## src/rtl/ncpu32k_dbus_resp.sv

```systemverilog
// Data-bus responder: accepts translated DMMU requests, performs them on a
// synchronous single-port SRAM with configurable wait states, and returns one
// response per request. Faulted or out-of-range requests never touch memory.
`ifndef NCPU_AW
`define NCPU_AW 32
`endif
`ifndef NCPU_DW
`define NCPU_DW 32
`endif

module ncpu32k_dbus_resp #(
  parameter int CONFIG_MEM_AW   = 14,
  parameter int CONFIG_MEM_WAIT = 0
) (
  input  logic                      clk,
  input  logic                      rst_n,
  // A-channel (request from DMMU)
  output logic                      dcache_AREADY,
  input  logic                      dcache_AVALID,
  input  logic [`NCPU_AW-1:0]       dcache_AADDR,
  input  logic [`NCPU_DW/8-1:0]     dcache_AWMSK,
  input  logic [`NCPU_DW-1:0]       dcache_ADATA,
  input  logic [1:0]                dcache_AEXC,
  // B-channel (response)
  output logic                      dcache_BVALID,
  input  logic                      dcache_BREADY,
  output logic [`NCPU_DW-1:0]       dcache_BDATA,
  output logic [2:0]                dcache_BEXC,
  // SRAM port
  output logic                      mem_en,
  output logic [`NCPU_DW/8-1:0]     mem_we,
  output logic [CONFIG_MEM_AW-1:0]  mem_addr,
  output logic [`NCPU_DW-1:0]       mem_din,
  input  logic [`NCPU_DW-1:0]       mem_dout
);

  localparam int AW = `NCPU_AW;
  localparam int DW = `NCPU_DW;
  localparam int BW = DW / 8;

  typedef enum logic [1:0] {IDLE, ACCESS, WAIT, RESP} state_t;

  state_t                   state_reg, state_next;
  logic [CONFIG_MEM_AW-1:0] addr_reg;
  logic [BW-1:0]            wmsk_reg;
  logic [DW-1:0]            wdat_reg;
  logic [3:0]               wait_cnt_reg;
  logic [DW-1:0]            bdata_reg;
  logic [2:0]               bexc_reg;

  logic hs;
  logic exc;
  logic bus_err;
  logic fault;
  logic wait_done;
  logic unused_addr_lsb;

  // Byte-offset bits never select anything in a word-wide SRAM.
  assign unused_addr_lsb = ^dcache_AADDR[1:0];

  assign dcache_AREADY = (state_reg == IDLE) | ((state_reg == RESP) & dcache_BREADY);
  assign hs            = dcache_AVALID & dcache_AREADY;
  assign exc           = |dcache_AEXC;

  // Address bits above the SRAM span flag a bus error, unless the MMU already
  // faulted the request (its exception takes precedence).
  generate
    if (CONFIG_MEM_AW + 2 < AW) begin : g_bus_err
      assign bus_err = ~exc & (|dcache_AADDR[AW-1:CONFIG_MEM_AW+2]);
    end else begin : g_no_bus_err
      assign bus_err = 1'b0;
    end
  endgenerate

  assign fault     = exc | bus_err;
  assign wait_done = (wait_cnt_reg == 4'd0);

  assign dcache_BVALID = (state_reg == RESP);
  assign dcache_BDATA  = bdata_reg;
  assign dcache_BEXC   = bexc_reg;
  assign mem_addr      = addr_reg;
  assign mem_din       = wdat_reg;

  // State register; reset aborts any in-flight request without a response.
  always_ff @(posedge clk or negedge rst_n) begin
    if (!rst_n) begin
      state_reg <= IDLE;
    end else begin
      state_reg <= state_next;
    end
  end

  // Next-state and SRAM strobes; strobes are purely a decode of ACCESS so
  // reset removes them without waiting for a clock edge.
  always_comb begin
    state_next = state_reg;
    mem_en     = 1'b0;
    mem_we     = '0;
    case (state_reg)
      IDLE: begin
        if (hs) state_next = fault ? RESP : ACCESS;
      end
      ACCESS: begin
        mem_en     = 1'b1;
        mem_we     = wmsk_reg;
        state_next = WAIT;
      end
      WAIT: begin
        if (wait_done) state_next = RESP;
      end
      RESP: begin
        if (dcache_BREADY) begin
          if (hs) state_next = fault ? RESP : ACCESS;
          else    state_next = IDLE;
        end
      end
      default: state_next = IDLE;
    endcase
  end

  // Request latch, wait counter and response registers.
  always_ff @(posedge clk or negedge rst_n) begin
    if (!rst_n) begin
      addr_reg     <= '0;
      wmsk_reg     <= '0;
      wdat_reg     <= '0;
      wait_cnt_reg <= 4'd0;
      bdata_reg    <= '0;
      bexc_reg     <= 3'b000;
    end else begin
      if (hs) begin
        addr_reg  <= dcache_AADDR[CONFIG_MEM_AW+1:2];
        wmsk_reg  <= dcache_AWMSK;
        wdat_reg  <= dcache_ADATA;
        // Non-faulted requests land here with all-zero exception bits.
        bexc_reg  <= {bus_err, dcache_AEXC};
        bdata_reg <= '0;
      end

      if (state_reg == ACCESS) begin
        wait_cnt_reg <= 4'(CONFIG_MEM_WAIT);
      end else if ((state_reg == WAIT) && !wait_done) begin
        wait_cnt_reg <= wait_cnt_reg - 4'd1;
      end

      // Writes return zero data; reads sample the SRAM on the final wait cycle.
      if ((state_reg == WAIT) && wait_done) begin
        bdata_reg <= (|wmsk_reg) ? '0 : mem_dout;
      end
    end
  end

endmodule

```

## config.mk

```make
export PLATFORM = sky130hd
export DESIGN_NAME = ncpu32k_dbus_resp
export DESIGN_NICKNAME = d
export VERILOG_FILES = /design/src/rtl/ncpu32k_dbus_resp.sv
export SDC_FILE = /design/constraint.sdc
export NUM_CORES = 1
export LEC_CHECK = 0
export ABC_AREA = 1
export BUFFER_PORTS_ARGS = -buffer_cell sky130_fd_sc_hd__buf_2
export CELL_PAD_IN_SITES_DETAIL_PLACEMENT = 1
export CELL_PAD_IN_SITES_GLOBAL_PLACEMENT = 2
export CORE_MARGIN = 3
export CORE_UTILIZATION = 24
export DETAILED_ROUTE_END_ITERATION = 10
export PLACE_DENSITY_LB_ADDON = 0.1
export SYNTH_ARGS = -nofsm -noshare
export SYNTH_HDL_FRONTEND = slang
export SYNTH_SLANG_ARGS = --single-unit
```

## constraint.sdc

```tcl
create_clock -name clk -period 1.8 [get_ports clk]
set_input_delay 0.36 -clock clk [delete_from_list [all_inputs] [get_ports clk]]
set_output_delay 0.36 -clock clk [all_outputs]
set_load 0.01 [all_outputs]
```

======== Yosys cells after proc, flatten, opt, wreduce, memory -nomap -nowiden ========
Cells that the tools add are included.
Widths: inputs -> output; s select.
storage, ports and cells
  bits in registers ....................... 91
  RAM bits ................................ 0
  bits of input ports ..................... 106
  word-level logic and storage cells ...... 44
  output and inout port bits .............. 88
  bits in latches ......................... 0
  ROM bits ................................ 0
  memories ................................ 0
operators by class
  bitwise operators ....................... 6
  reduce and logical (&&, ||, !) cells .... 11
  add/subtract/negate cells ............... 1
  shift operators ......................... 0
  multiplexer cells ....................... 13
  $mul .................................... 0
  equality and inequality tests ........... 6
  div/mod/pow operators ................... 0
  magnitude comparators ................... 0
operator list
  cell                 count
  $mux 32              3
  $reduce_or 16->1     1
  $mux 4               3
  $mux 2               5
  $pmux 2 s4           1
  $eq 2x2->1 const B   2
  $logic_not 4->1      1
  $ne 2x2->1 const B   2
  $reduce_bool 2->1    2
  $reduce_or 4->1      1
  $sub 4x1->4 const B  1
  $and 1x1->1          3
  $reduce_and 3->1     1
  $eq 2x1->1 const B   1
  $logic_and 1x1->1    2
  $logic_not 2->1      1
  $ne 2x1->1 const B   1
  $or 1x1->1           2
  $reduce_or 2->1      1
  $logic_not 1->1      1
  $mux 1               1
  $not 1->1            1

======== Logic depth before layout (Yosys ltp) ========
  depth after elaboration ................. 8
  mapped depth ............................ 9
  gate-level depth less buffers ........... 8

======== Least setup slack after synthesis ========
OpenSTA, ideal clock, no wires.
  path type ............................... register to output
  from .................................... register state_reg[0]
  to ...................................... output port mem_we[0]
  required time ........................... 1440 ps
  path buffers ............................ 0
  arrival time ............................ 991 ps
  stages on the path, launching flop included .. 5
  setup slack ............................. 449 ps
  cells stage by stage .................... dfrtp_1 -> inv_2 -> nor2_1 -> inv_1 -> nor2_1
between the ends
  word-level cells in the longest chain between the ends .. 2
RTL lines
  item                      RTL line  RTL
  start: declaration        43        state_t state_reg, state_next;
  start signal: assignment  89        state_reg <= state_next;
  $eq 2x1->1                99        case (state_reg)
  $mux 4                    99
  end: declaration          31        output logic [`NCPU_DW/8-1:0] mem_we,
Every way passes these cells.

======== Final worst setup path ========
Same ends and word-level chain as after synthesis.

==> summary.txt <==
Outcome
  • Status: completed

Global route
  • Gr ovfl total: 0
  • Gr usage total: approximately 14%
  • First-pass GRT wire length: approximately 19,000 um
  • Initial antenna violation count: 1
  • Vias in the first global route: between 3,000 and 4,000
  • Largest net degree at the start of global routing: 50

STA
  • Worst Tran Pin Value: 0.360 ns
  • Slew HR: 76.0%
  • Setup-failing EPs final: 0
  • RSZ-0062 raised after global routing: false
  • Final hold violations: 0
  • Min Clock Period, post-route: 1.65 ns
  • Setup TNS: 0 ns
  • Clk_skew: roughly 0.0054 ns
  • Part of the cycle the worst path needs: roughly nine tenths
  • F_max: approximately 600 MHz
  • Worst Slack Setup Final: about 0.15 ns
  • Final slew viol count: 0

Yosys
  • Largest family of logic cells by synthesized area: simple AND/OR/NAND/NOR gates
  • Post-Syn Area: 3710 sq um
  • Syn Inst Count: ~430
  • Count of cell types in the netlist: 22
  • Post-synthesis mux area share: 0%
  • Synth Area in Simple Gates: ~31%
  • Syn_area_per_cell: between 8 and 9 sq um
  • Compound-gate portion of the synthesized area: 1.65%
  • YS warnings: 0
  • Syn Nets: 540
  • Seq/Total Area, Yosys: 61.4%
  • Seq cells post-synth: 91
  • Adder-cell area share of the yosys netlist: less than 1%
  • Xor/xnor share of the synthesized area: less than 1%

Setup path
  • CP Cell Sequence: inv_2, nor2_2, inv_2, nor2_1, buf_2
  • Delay-heaviest family, CP: flip-flops
  • Most common cell on crit path: inv_2
  • Crit Path Class: reg -> out
  • Crit-path max FO: 6
  • Endpoint class of the critical path: output pin
  • Crit start category: flop
  • Slowest CP cell: dfrtp_1
  • Critical Path AT: between 1 and 1.5 ns
  • Crit-path max cell delay: between 0.4 and 0.5 ns
  • CP required: between 1 and 1.5 ns
  • WP buf/inv: 3

Placed design
  • Dpl hpwl: between 8000 and 9000 um
  • DP Cell Count: just under 800
  • Dpl ws: around 0.14 ns
  • Final GP Congestion: 0.748
  • Number of port buffers: 191

Power
  • P_leak: 3.11 nW
  • Logic pwr share: a little under two fifths
  • P_sw: 3.23 mW
  • Design Power: roughly 8.6 mW
  • Seq pwr share: 38.9%
  • Switching Share: roughly 38%
  • VDD IR-drop max: approximately 0.51 mV
  • Internal power: ~5.3 mW
  • Clk pwr share: between 20% and 30%
  • Power Density: between 1500 and 2000 nW/um^2

Route
  • ANT nets after route: 0
  • Routed vias: 3,501
  • First-pass iteration count of the detailed router: 4
  • Remaining DRCs: 0
  • 1st-iter DRT viols: 102
  • Via/cell ratio: approximately 4.3
  • Avg WL per Cell: approximately 14 um
  • Post-Route WL: between 10,000 and 15,000 um

Final layout
  • Diode count: 0
  • Most common cell after layout, fill and taps aside: nand2_1
  • Layout cells sized above 1: between 30% and 40%
  • Area growth, synth to finish: 41.7%
  • Commonest cells after routing, fill and taps aside: 224 x nand2_1, 190 x buf_2, 91 x dfrtp_1
  • Final net count: 733
  • Filler-free cell count of the finished design: a little over 800

Floorplanning
  • Die area: 17,000 sq um
  • DIE HEIGHT: roughly 130 um
  • Row count: 44
  • Initial Util: 25.1%
  • Core area: 14,800 sq um
  • Die W: between 100 and 150 um
  • IO Pins: around 190

CTS
  • Clock transition at path regs: about 0.07 ns
  • CTS max path bufs: 2
  • Clk sinks: between 90 and 100
  • H-tree levels: 3
  • Root buffer cell: clkbuf_16
  • TritonCTS buffer count: 9
  • Insertion delay to the later sink of the worst-skew pair: 0.34 ns
  • TritonCTS clock tree: done

Hold path
  • Min-Delay Path Class: in -> reg

Job
  • # Max-Cap Violations: 0
==> cell families (layout without fill, tap and decap cells) <==
logic type,Yosys count,in the layout
AOI/OAI and AO/OA,11,11
xor gates and xnor gates,1,1
adders and majority gates,2,2
buffers and inverters,38,236
DFF,91,91
and+or+nand+nor,289,289
==> cells in the mapped netlist, drive strengths merged <==
| master | instances | area share [%] |
|---|---|---|
| a21oi | 1 | 0.13 |
| and3 | 1 | 0.17 |
| buf | 16 | 2.7 |
| clkbuf | 4 | 0.40 |
| dfrtp | 91 | 61 |
| ha | 2 | 0.67 |
| inv | 18 | 1.8 |
| nand2 | 226 | 23 |
| nand3 | 39 | 5.3 |
| nor2 | 20 | 2.1 |
| nor3 | 2 | 0.27 |
| nor4 | 1 | 0.34 |
| o21ai | 8 | 1.2 |
| o22ai | 2 | 0.34 |
| xnor2 | 1 | 0.24 |
==> worst reg2reg max path: cells and delay by family (launching register included) <==
family / cells / cell delay [ns]
flops: 1 / 0.43
buf+inv: 3 / 0.41
compound gates: 1 / 0.22
simple gates: 3 / 0.31
==> power groups by stage <==
stage                     clock network [mW]  registers [mW]  logic, mW
after floorplan                            0            3.71       1.38
after global placement                     0            3.34       3.24
after detailed placement                   0            3.36       3.28
after CTS                               2.10            3.35       3.28
after global routing                    2.20            3.46       3.67
final                                   2.01            3.33       3.21
==> per-stage QoR <==
stage / util, % / hold WS (ns) / instance area (sq um)
floorplan: - / 0.0644 / 3710
global placement: 33.2 / 0.241 / 4920
detailed placement: 33.2 / 0.247 / 4920
CTS: 35.4 / 0.197 / 5240
global route: 35.5 / 0.200 / 5260
finish: 35.5 / 0.211 / 5260
==> repair_timing <==
action / in CTS / in global routing
setup buffers: 0 / 1
setup endpoints to repair: 0 / 5
endpoints found under the hold margin: 11 / 0
hold buffers: 1 / 0
resized for setup: 0 / 4
==> area by class of cell <==
| cell class | count | area [sq um] |
|---|---|---|
| repair buffers | 202 | 1110 |
| flip-flops and latches | 91 | 2280 |
| clock buffers | 11 | 233 |
| fillers | 1799 | 9550 |
| clock inverters | 5 | 77.6 |
| multi-input cells | 303 | 1260 |
| inverters | 18 | 70.1 |
| well taps | 184 | 230 |
==> final timing paths <==
path / from / end / slack [ns] / cells after the start
max in group asynchronous: rst_n / mem_addr[9]$_DFFE_PN0N_ / 0.81 / 3
max: state_reg[0]$_DFFE_PN0P_ / mem_we[0] / 0.15 / 5
min: dcache_ADATA[28] / mem_din[28]$_DFFE_PN0N_ / 0.21 / 3
min in group asynchronous: rst_n / dcache_BDATA[5]$_DFFE_PN0P_ / 0.43 / 2
max reg2reg: state_reg[0]$_DFFE_PN0P_ / dcache_BDATA[19]$_DFFE_PN0P_ / 0.33 / 7
min reg2reg: dcache_BDATA[15]$_DFFE_PN0P_ / dcache_BDATA[15]$_DFFE_PN0P_ / 0.47 / 2
==> routing by layer <==
layer  share of wire [%]  GRT usage, %  routed length, um  up-vias
met3                 9.3          5.53               1100       16
met2                  45          21.9               5270      123
li1                    -             -                  -     1711
met4                 1.9          5.51                221        2
met1                  44          17.7               5120     1649
met5                0.11             0                 13        -
Power figures use the tool's default switching activity.
